[src/rtl/clock_stretch_divider_mux.sv]
// Derives CHANNELS independent divided clocks from clock_in; each channel's ratio and polarity can be
// reconfigured without glitches. Latency: clock_out/tick are registered; a config is applied at the
// next phase boundary (or the next cycle when the channel is idle). cfg_ready drops while the target channel is busy.
module clock_stretch_divider_mux #(
    parameter int          CHANNELS  = 2,
    parameter int          DIV_WIDTH = 8,
    parameter int unsigned DIV_RESET = 0
) (
    input  logic                 clock_in,
    input  logic                 reset,
    input  logic [CHANNELS-1:0]  enable,
    input  logic                 cfg_valid,
    output logic                 cfg_ready,
    input  logic [2:0]           cfg_channel,
    input  logic [DIV_WIDTH-1:0] cfg_div,
    input  logic                 cfg_invert,
    output logic [CHANNELS-1:0]  clock_out,
    output logic [CHANNELS-1:0]  tick,
    output logic [CHANNELS-1:0]  busy
);

    typedef enum logic {IDLE, RUN} state_t;

    logic [CHANNELS-1:0] ready_vec;

    // Out-of-range channel indices match no channel, so ready stays low for them.
    assign cfg_ready = |ready_vec;

    for (genvar i = 0; i < CHANNELS; i++) begin : g_ch
        state_t               state;
        logic [DIV_WIDTH-1:0] cnt;
        logic [DIV_WIDTH-1:0] div_cur;
        logic [DIV_WIDTH-1:0] pend_div;
        logic                 level;
        logic                 inv_cur;
        logic                 pend_valid;
        logic                 pend_inv;
        logic                 tick_q;
        logic                 sel;
        logic                 accept;

        assign sel          = (cfg_channel == 3'(i));
        assign ready_vec[i] = sel & ~pend_valid;
        assign accept       = cfg_valid & ready_vec[i];
        assign clock_out[i] = level;
        assign tick[i]      = tick_q;
        assign busy[i]      = pend_valid;

        always_ff @(posedge clock_in) begin
            if (reset) begin
                state      <= IDLE;
                cnt        <= '0;
                level      <= 1'b0;
                div_cur    <= DIV_WIDTH'(DIV_RESET);
                inv_cur    <= 1'b0;
                pend_valid <= 1'b0;
                pend_div   <= '0;
                pend_inv   <= 1'b0;
                tick_q     <= 1'b0;
            end else begin
                tick_q <= 1'b0;
                // Accept only happens with pend_valid low, so it never collides with an apply below.
                if (accept) begin
                    pend_valid <= 1'b1;
                    pend_div   <= cfg_div;
                    pend_inv   <= cfg_invert;
                end
                case (state)
                    IDLE: begin
                        if (pend_valid) begin
                            div_cur    <= pend_div;
                            inv_cur    <= pend_inv;
                            level      <= pend_inv;
                            tick_q     <= pend_inv & ~level;
                            pend_valid <= 1'b0;
                        end else if (enable[i]) begin
                            level  <= ~inv_cur;
                            tick_q <= ~inv_cur & ~level;
                            cnt    <= '0;
                            state  <= RUN;
                        end
                    end
                    RUN: begin
                        if (cnt != div_cur) begin
                            cnt <= cnt + 1'b1;
                        end else begin
                            cnt <= '0;
                            if (!enable[i]) begin
                                level  <= inv_cur;
                                tick_q <= inv_cur & ~level;
                                state  <= IDLE;
                            end else if (pend_valid) begin
                                div_cur    <= pend_div;
                                pend_valid <= 1'b0;
                                // A polarity change holds the level for one more phase instead of toggling.
                                if (pend_inv != inv_cur) begin
                                    inv_cur <= pend_inv;
                                end else begin
                                    level  <= ~level;
                                    tick_q <= ~level;
                                end
                            end else begin
                                level  <= ~level;
                                tick_q <= ~level;
                            end
                        end
                    end
                    default: state <= IDLE;
                endcase
            end
        end
    end

endmodule

[config.mk]
export PLATFORM = sky130hd
export DESIGN_NAME = clock_stretch_divider_mux
export DESIGN_NICKNAME = d
export VERILOG_FILES = /design/src/rtl/clock_stretch_divider_mux.sv
export SDC_FILE = /design/constraint.sdc
export NUM_CORES = 1
export LEC_CHECK = 0
export ABC_AREA = 1
export BUFFER_PORTS_ARGS = -buffer_cell sky130_fd_sc_hd__clkbuf_2
export CAP_MARGIN = 20
export CORE_MARGIN = 1
export CORE_UTILIZATION = 60
export CTS_BUF_LIST = sky130_fd_sc_hd__clkbuf_16
export CTS_CLUSTER_DIAMETER = 30
export DETAILED_ROUTE_END_ITERATION = 10
export GPL_TIMING_DRIVEN = 0
export PLACE_DENSITY = 0.77
export SLEW_MARGIN = 30
export SYNTH_ARGS = -nofsm -noshare
export SYNTH_HDL_FRONTEND = slang
export SYNTH_SLANG_ARGS = --single-unit
[constraint.sdc]
create_clock -name clock_in -period 2.8 [get_ports clock_in]
set_input_delay 0.84 -clock clock_in [delete_from_list [all_inputs] [get_ports clock_in]]
set_output_delay 0.84 -clock clock_in [all_outputs]
set_load 0.05 [all_outputs]
Word-level counts from Yosys, hierarchy flattened
Index checks and enable logic that the tools add are counted.

storage, ports and cells
  register bits after elaboration = 60
  logic and storage cells = 145
  input port bits = 17

operators by class
  bitwise logic cells = 18
  reductions and logical operators = 10
  equal/unequal tests = 23
  add/sub/neg operators = 2
  mux-type cells = 74

operators by type and width
  operator                                              count
  two-way mux 8 bit                                     12
  one-hot mux 8 bit (2 select lines)                    4
  two-way mux 1 bit                                     48
  != test 2 bit (second input constant)                 10
  one-hot mux 1 bit (2 select lines)                    10
  adder 8 x 1 -> 8 bit (second input constant)          2
  != test 8 bit                                         2
  bitwise AND 1 bit                                     10
  AND reduction 5 bit                                   2
  != test 2 x 1 -> 1 bit (second input constant)        4
  != test 4 bit (second input constant)                 2
  NOT 1 bit                                             8
  AND reduction 2 bit                                   4
  != test 3 bit (second input constant)                 2
  AND reduction 3 bit                                   2
  equality test 3 x 1 -> 1 bit (second input constant)  1
  logical NOT 3 bit                                     1
  != test 1 bit                                         2
  OR reduction 2 bit                                    1

Logic depth before layout (Yosys ltp)
Gate-level depths: netlist (run 1).

  depth after elaboration = 8
  mapped depth = 12
  depth with buffers taken out = 12

Least setup slack after synthesis (run 1)
No wires, ideal clock.

  path kind = input to output
  from = input cfg_channel[1]
  to = output cfg_ready
  data arrival time = 1421 ps
  slack = 539 ps
  cell stages on the path = 2
  cells stage by stage = nor2_1 > o21a_1

on the way
  word-level cells in the longest chain between the ends = 3
  elaborated cells on any way between the ends = 5

ends and longest elaborated chain
  item                                                                      RTL line  source
  from (decl)                                                               14        input logic [2:0] cfg_channel,
  equality test 3 x 1 -> 1 bit / logical NOT 3 bit (equally long branches)  42        assign sel = (cfg_channel == 3'(i));
  bitwise AND 1 bit                                                         43        assign ready_vec[i] = sel & ~pend_valid;
  OR reduction 2 bit (*)                                                    27        assign cfg_ready = |ready_vec;
  to (decl)                                                                 13        output logic cfg_ready,

Every way passes the cells marked *; elsewhere a longest branch is shown, timed or not.

Worst setup path in the final report (run 1)
Ends and elaborated chain as after synthesis.

==> results of run 1 <==
[metrics by stage]
stage | utilization [%] | hold slack (ps) | instances | worst slack (ps)
finish | 73.2 | 458 | 565 | 475
global route | 73.2 | 482 | 565 | 401
CTS | 73.2 | 459 | 565 | 474
detailed placement | 67.5 | 448 | 550 | 481
global placement | 67.5 | 445 | 550 | 490
floorplan | - | 429 | 460 | 539
[per-layer routing]
| metal | share of wire, % | vias up | GRT usage (%) |
|---|---|---|---|
| li1 | - | 1530 | - |
| met2 | 44 | 55 | 44.2 |
| met5 | 0 | - | 0 |
| met4 | 2.2 | 0 | 12.8 |
| met1 | 50 | 1291 | 38.6 |
| met3 | 3.9 | 12 | 4.53 |
[cell families after synthesis]
| kind of cell | after synthesis | synth area share, % |
|---|---|---|
| AOI/OAI and AO/OA | 84 | 14.9 |
| xor gates and xnor gates | 5 | 1.44 |
| adders and majority gates | 2 | 0.820 |
| buffers and inverters | 100 | 13.7 |
| DFF | 60 | 39.4 |
| and+or+nand+nor | 209 | 29.8 |
[worst paths after layout]
| path | to | start | slack [ps] |
|---|---|---|---|
| worst min-delay path | g_ch[1].pend_div[4]$_SDFFE_PP0P_ | g_ch[1].pend_div[4]$_SDFFE_PP0P_ | 460 |
| worst min register to register | g_ch[1].pend_div[4]$_SDFFE_PP0P_ | g_ch[1].pend_div[4]$_SDFFE_PP0P_ | 460 |
| worst max register to register | g_ch[1].cnt[5]$_SDFFE_PP0P_ | g_ch[1].cnt[4]$_SDFFE_PP0P_ | 1220 |
| worst max-delay path | cfg_ready | cfg_channel[1] | 480 |
[synthesized netlist by cell type]
library cell    n
nand3_1        26
a21o_1          1
dfxtp_1        60
nand2_2         2
nand2_1       117
nor3_1          6
nor2_2          2
xnor2_1         3
o211ai_1        6
buf_1           2
o21ai_0        27
buf_2           4
a31oi_1         2
a21oi_1        46
nand4_1        12
nor3_2          1
clkbuf_1        7
nor4_1          1
o21ai_4         1
nand4_2         1
inv_2           6
xor2_1          2
buf_4           6
ha_1            2
nor2_1         37
o21a_1          1
nand3_2         3
nand2_4         1
inv_1          73
buf_6           2
[critical path, delay by kind of cell]
| kind | cells | cell delay [ps] |
|---|---|---|
| compound gates | 1 | 140 |
| buf+inv | 2 | 340 |
| simple gates | 1 | 160 |
[cell type report]
cell class | instances | share of cell area, %
Multi-Input combinational cell | 300 | 40.6
Sequential cell | 60 | 34.1
Inverter | 79 | 8.41
Clock buffer | 9 | 6.39
Buffer | 21 | 3.44
Timing Repair Buffer | 23 | 3.27
Tap cell | 67 | 2.38
Clock inverter | 6 | 1.42
[power breakdown]
part	total, W	switching [W]	internal [W]	leakage, nW
logic	0.000244	0.000163	0.0000810	0.940
clock network	0.00102	0.000357	0.000667	0.146
registers	0.000901	0.0000177	0.000884	0.487
[cell usage in the layout (no fill, tap or decap), drive strengths merged]
cell    count
a21o        1
a21oi      46
a31oi       2
buf        14
bufinv      1
clkbuf     39
clkinv      2
dfxtp      60
ha          2
inv        82
nand2     120
nand3      29
nand4      13
nor2       39
nor3        7
nor4        1
o211ai      6
o21a        1
o21ai      28
xnor2       3
xor2        2
[state kept, by name, indices dropped and copies added, names as in the netlist]
signal	cells
g_ch.inv_cur	2
g_ch.cnt	16
g_ch.div_cur	16
g_ch.pend_div	16
g_ch.pend_inv	2
g_ch.pend_valid	2
g_ch.state	2
g_ch.level	2
g_ch.tick_q	2
==> impl_results.md, run 1 <==
* Outcome: completed
* Cts repair resizes at 0
* Worst Setup Path Type: in2out
* Die X at 73.3 µm
* CTS Buffer Depth at 2
* CP Max Fanout at 3
* Cell chain of the critical path: clkbuf_2 -> nor2_1 -> o21a_1 -> clkbuf_2
* TritonCTS clock tree: built
* Nets at 513
* IO buf count at 23
* Post-Syn Instances at 460
* Total die area at 5370 µm²
* Clock skew at 7.02 ps
* Setup Total Neg Slack at 0 ps
* Clk Latency, worst-skew pair at 320 ps
* Max cap viols at 0
* Seq/Total Area, Yosys at 39.4%
* Synth warnings at 0
* H-tree depth at 3
* Setup Viol. Count Final at 0
* Worst Hold Depth at 2
* R2r worst-path depth at 9
* Vias in the first global route at 2583
* Fmax at 430 MHz
* Cell taking the most area after synthesis: dfxtp_1
* CP Data Arrival Time at 1480 ps
* Initial Utilization at 63.3%
* Minimum clock period at 2320 ps
* First-pass iteration count of the detailed router at 4
* Diodes inserted at 0
* Power per cell area at 615 nW/µm²
* Footprint of the multi-input gates at 1430 µm²
* DP HPWL at 4820 µm
* Synth cell types at 30
* Synth Register Bits at 60
* Ports at 24
* TritonCTS Buffers at 9
* Critical path data required time at 1960 ps
* Final Hold Vio Count at 0
* Vias/cell at 5.11
* Antenna violations before repair at 0
* Pin count of the biggest net entering global routing at 11
* Final WL at 6780 µm
* CTS root buffer: clkbuf_16
* Cell Area, Placed at 3250 µm²
* Static leakage at 1.57 nW
* Routed vias at 2888
* Layout cells sized above 1 at 12.7%
* Initial DRC count at 143
* Period utilization at 83.0%
* Top cell type's share of synthesized area at 39.4%
* Worst path most repeated cell: clkbuf_2
* Top cells by area, synth: dfxtp_1 (39%), nand2_1 (14%), inv_1 (9.0%)
* Clock slew at reported path FFs at 50 ps
* Clock sinks at 60
* Measured slew at the worst slew-check pin at 639 ps
* Post-route cell area at 3520 µm²
* WL/cell at 12.0 µm
* CP endpoint kind: primary output
* Global-route wire length before repair at 11500 µm
* Cell area after synthesis at 3050 µm²
* Core Area at 4820 µm²
* Die Y at 73.3 µm
* Hold Path Class: reg2reg
* Remaining DRCs at 0
* Synthesized area per cell at 6.63 µm²
* Synthesized Nets at 479
* Layout Area Growth over Synthesis at 15.5%
* Unrepaired setup endpoints after global routing: false
* Post-CTS Setup Bufs at 0
* GR Util All Layers at 28.3%
* Startpoint Class: input port
* Reg area at 1200 µm²
* ANT nets after route at 0
* # fillers at 430
* Final estimated routing congestion in global placement at 0.834
* Largest stage delay on the critical path at 260 ps
* Row count at 25
* Slowest cell on crit path: clkbuf_2
* Power consumption at 0.00217 W
* VDD IR max at 0.000445 V
* Hold buffers post-CTS at 0
* Slew Viols, Final at 0
* Grt total ovfl at 0
* Max-slew headroom at 57.4%
(Power assumes the default switching activity.)
==> inputs of run 2 (changes only) <==
CORE_UTILIZATION = 54   (was 60)
PLACE_DENSITY = 0.73   (was 0.77)
clock period = 2.02 ns   (was 2.8 ns; I/O delays follow)
==> run 2 against run 1 <==
Hold slack hardly changed. Global-route usage fell by 3.5 points. Clock skew grew 0.99 ps. Total power is 40% higher. Cell area up 0.46%. Utilization is 8.5 points lower. Count of clock-buffer cells in the layout did not move. Final cell count up 1.1%. Sequential share of layout area down 0.16 points. Sequential power increased by 39%. Critical path type is now reg2out. Largest cell class unchanged.
==> impl_results.md, run 2 (synthesis gave the netlist of run 1 again) <==
* Outcome: completed
* Top flop regs: g_ch.cnt (16), g_ch.div_cur (16), g_ch.pend_div (16)
* Post-CTS Setup Bufs at 0
* Cell chain of the critical path: nor2_1 -> o21a_1 -> clkbuf_4
* CP Max Fanout at 7
* Setup Viol. Count Final at 0
* CP Data Arrival Time at 1320 ps
* Minimum clock period at 1930 ps
* CTS root buffer: clkbuf_16
* Initial DRC count at 121
* First-pass iteration count of the detailed router at 5
* Global-route wire length before repair at 11800 µm
* GR Util All Layers at 24.8%
* Period utilization at 95.3%
* Worst reg2reg setup slack at 470 ps
* Worst Hold Depth at 2
* Reg2reg end: g_ch[1].cnt[7]$_SDFFE_PP0P_
* Static leakage at 1.56 nW
* CP startpoint: g_ch[1].pend_valid$_SDFF_PP0_
* IO buf count at 23
* Hold Path Class: reg2reg
* Slew Viols, Final at 0
* Vias/cell at 5.03
* TritonCTS clock tree: built
* Clock skew at 8.01 ps
* Most frequent cells in the layout: nand2_1 (117), inv_1 (73), dfxtp_1 (60), a21oi_1 (46), nor2_1 (37)
* ANT nets after route at 0
* Layout cells sized above 1 at 12.8%
* Vias in the first global route at 2673
* Setup crit end: cfg_ready
* Layout Area Growth over Synthesis at 16.1%
* Instance count on the critical path at 3
* Final Hold Vio Count at 0
* Clk Latency, worst-skew pair at 320 ps
* Die Y at 77.2 µm
* Slowest cell on crit path: dfxtp_1
* CP delay by family, top: flip-flops
* Fmax at 519 MHz
* Largest stage delay on the critical path at 500 ps
* H-tree depth at 3
* Clock slew at reported path FFs at 50 ps
* Diodes inserted at 0
* Max-slew headroom at 59.7%
* Antenna violations before repair at 0
* Pin count of the biggest net entering global routing at 11
* Final WL at 6840 µm
* Met3 GRT Util at 3.93%
* CP endpoint kind: primary output
* R2r worst-path depth at 9
* Worst reg2reg startpoint: g_ch[1].cnt[5]$_SDFFE_PP0P_
* Initial Utilization at 55.7%
* CTS Buffer Depth at 2
* Grt total ovfl at 0
* TritonCTS Buffers at 9
* Final estimated routing congestion in global placement at 0.835
* Startpoint Class: flop
* Die X at 77.2 µm
* Measured slew at the worst slew-check pin at 605 ps
* Remaining DRCs at 0
* M2 GR Usage at 41.2%
* Row count at 27
* Global route hottest layer: met2
* Most common cell after layout, fill and taps aside: nand2_1
* Met1 Resource Use GR at 32.2%
* WP buf/inv at 1
* Ports at 24
* Routed vias at 2873
* Core Area at 5470 µm²
* Nets at 513
* Worst Setup Path Type: reg2out
* Power consumption at 0.00305 W
* Unrepaired setup endpoints after global routing: false
* DP HPWL at 4730 µm
* Power per cell area at 861 nW/µm²
* Clock sinks at 60
* Total die area at 5950 µm²
* VDD IR max at 0.000623 V
* Critical path data required time at 1410 ps
* Max cap viols at 0
* Setup Total Neg Slack at 0 ps
* WL/cell at 12.0 µm
-- run 2: cell types whose count changed in the layout (fill, tap and decap cells not counted), sizes merged --
| cell | before | now |
|---|---|---|
| clkinv | 2 | 5 |
| clkinvlp | 0 | 1 |
| inv | 82 | 79 |
-- run 2: area by class of cell --
| class | instances | area [µm²] |
|---|---|---|
| Buffer | 21 | 121 |
| Inverter | 79 | 297 |
| Timing Repair Buffer | 23 | 118 |
| Multi-Input combinational cell | 300 | 1430 |
| Sequential cell | 60 | 1200 |
| Clock buffer | 9 | 225 |
| Clock inverter | 7 | 57.6 |
| Tap cell | 72 | 90.1 |
| Fill cell | 495 | 1930 |
-- run 2: worst reg2reg max path, cell delays in order (launching register included) --
cell and delay (ps):
dfxtp_1 410, nand2_1 80, nand2_1 70, nand3_1 60
nor2_1 230, nand2_1 110, nand2_1 140, nand2_1 70
nand2_1 200, nor3_1 70
-- run 2: through the flow --
stage                     setup WS [ps]  hold WS [ps]  area [µm²]  cells  utilization [%]
final                              94.2           458        3540    571             64.7
after global routing               17.3           489        3540    571             64.7
after floorplan                     227           429        3050    460                -
after detailed placement            144           450        3260    555             59.5
after global placement              178           444        3260    555             59.5
after CTS                          53.4           457        3540    571             64.7
-- run 2: worst min path at each step --
| stage | startpoint | endpoint | slack [ps] |
|---|---|---|---|
| after floorplan | g_ch[0].pend_div[7]$_SDFFE_PP0P_ | g_ch[0].pend_div[7]$_SDFFE_PP0P_ | 430 |
| after global placement | g_ch[0].pend_div[1]$_SDFFE_PP0P_ | g_ch[0].pend_div[1]$_SDFFE_PP0P_ | 440 |
| after detailed placement | g_ch[0].pend_div[7]$_SDFFE_PP0P_ | g_ch[0].pend_div[7]$_SDFFE_PP0P_ | 450 |
| after CTS | g_ch[0].pend_div[1]$_SDFFE_PP0P_ | g_ch[0].pend_div[1]$_SDFFE_PP0P_ | 460 |
| after global routing | g_ch[0].pend_div[3]$_SDFFE_PP0P_ | g_ch[0].pend_div[3]$_SDFFE_PP0P_ | 490 |
| final | g_ch[0].pend_div[1]$_SDFFE_PP0P_ | g_ch[0].pend_div[1]$_SDFFE_PP0P_ | 460 |
-- run 2: what timing repair did --
action,in CTS,in global routing
resized for setup,0,2
hold buffers,0,0
setup endpoints to repair,0,1
-- run 2: power breakdown --
| part | switching (W) | total [W] | leakage, nW | internal [W] |
|---|---|---|---|---|
| registers | 0.0000255 | 0.00125 | 0.487 | 0.00122 |
| logic | 0.000224 | 0.000336 | 0.940 | 0.000113 |
| clock network | 0.000528 | 0.00146 | 0.135 | 0.000934 |
| total | 0.000777 | 0.00305 | 1.56 | 0.00227 |
-- run 2: routing by layer --
metal	share of wire [%]	routed length, µm	vias to the layer above
li1	-	-	1529
met1	49	3360	1279
met2	46	3140	57
met3	3.8	257	8
met4	1.2	83	0
met5	0	0	-
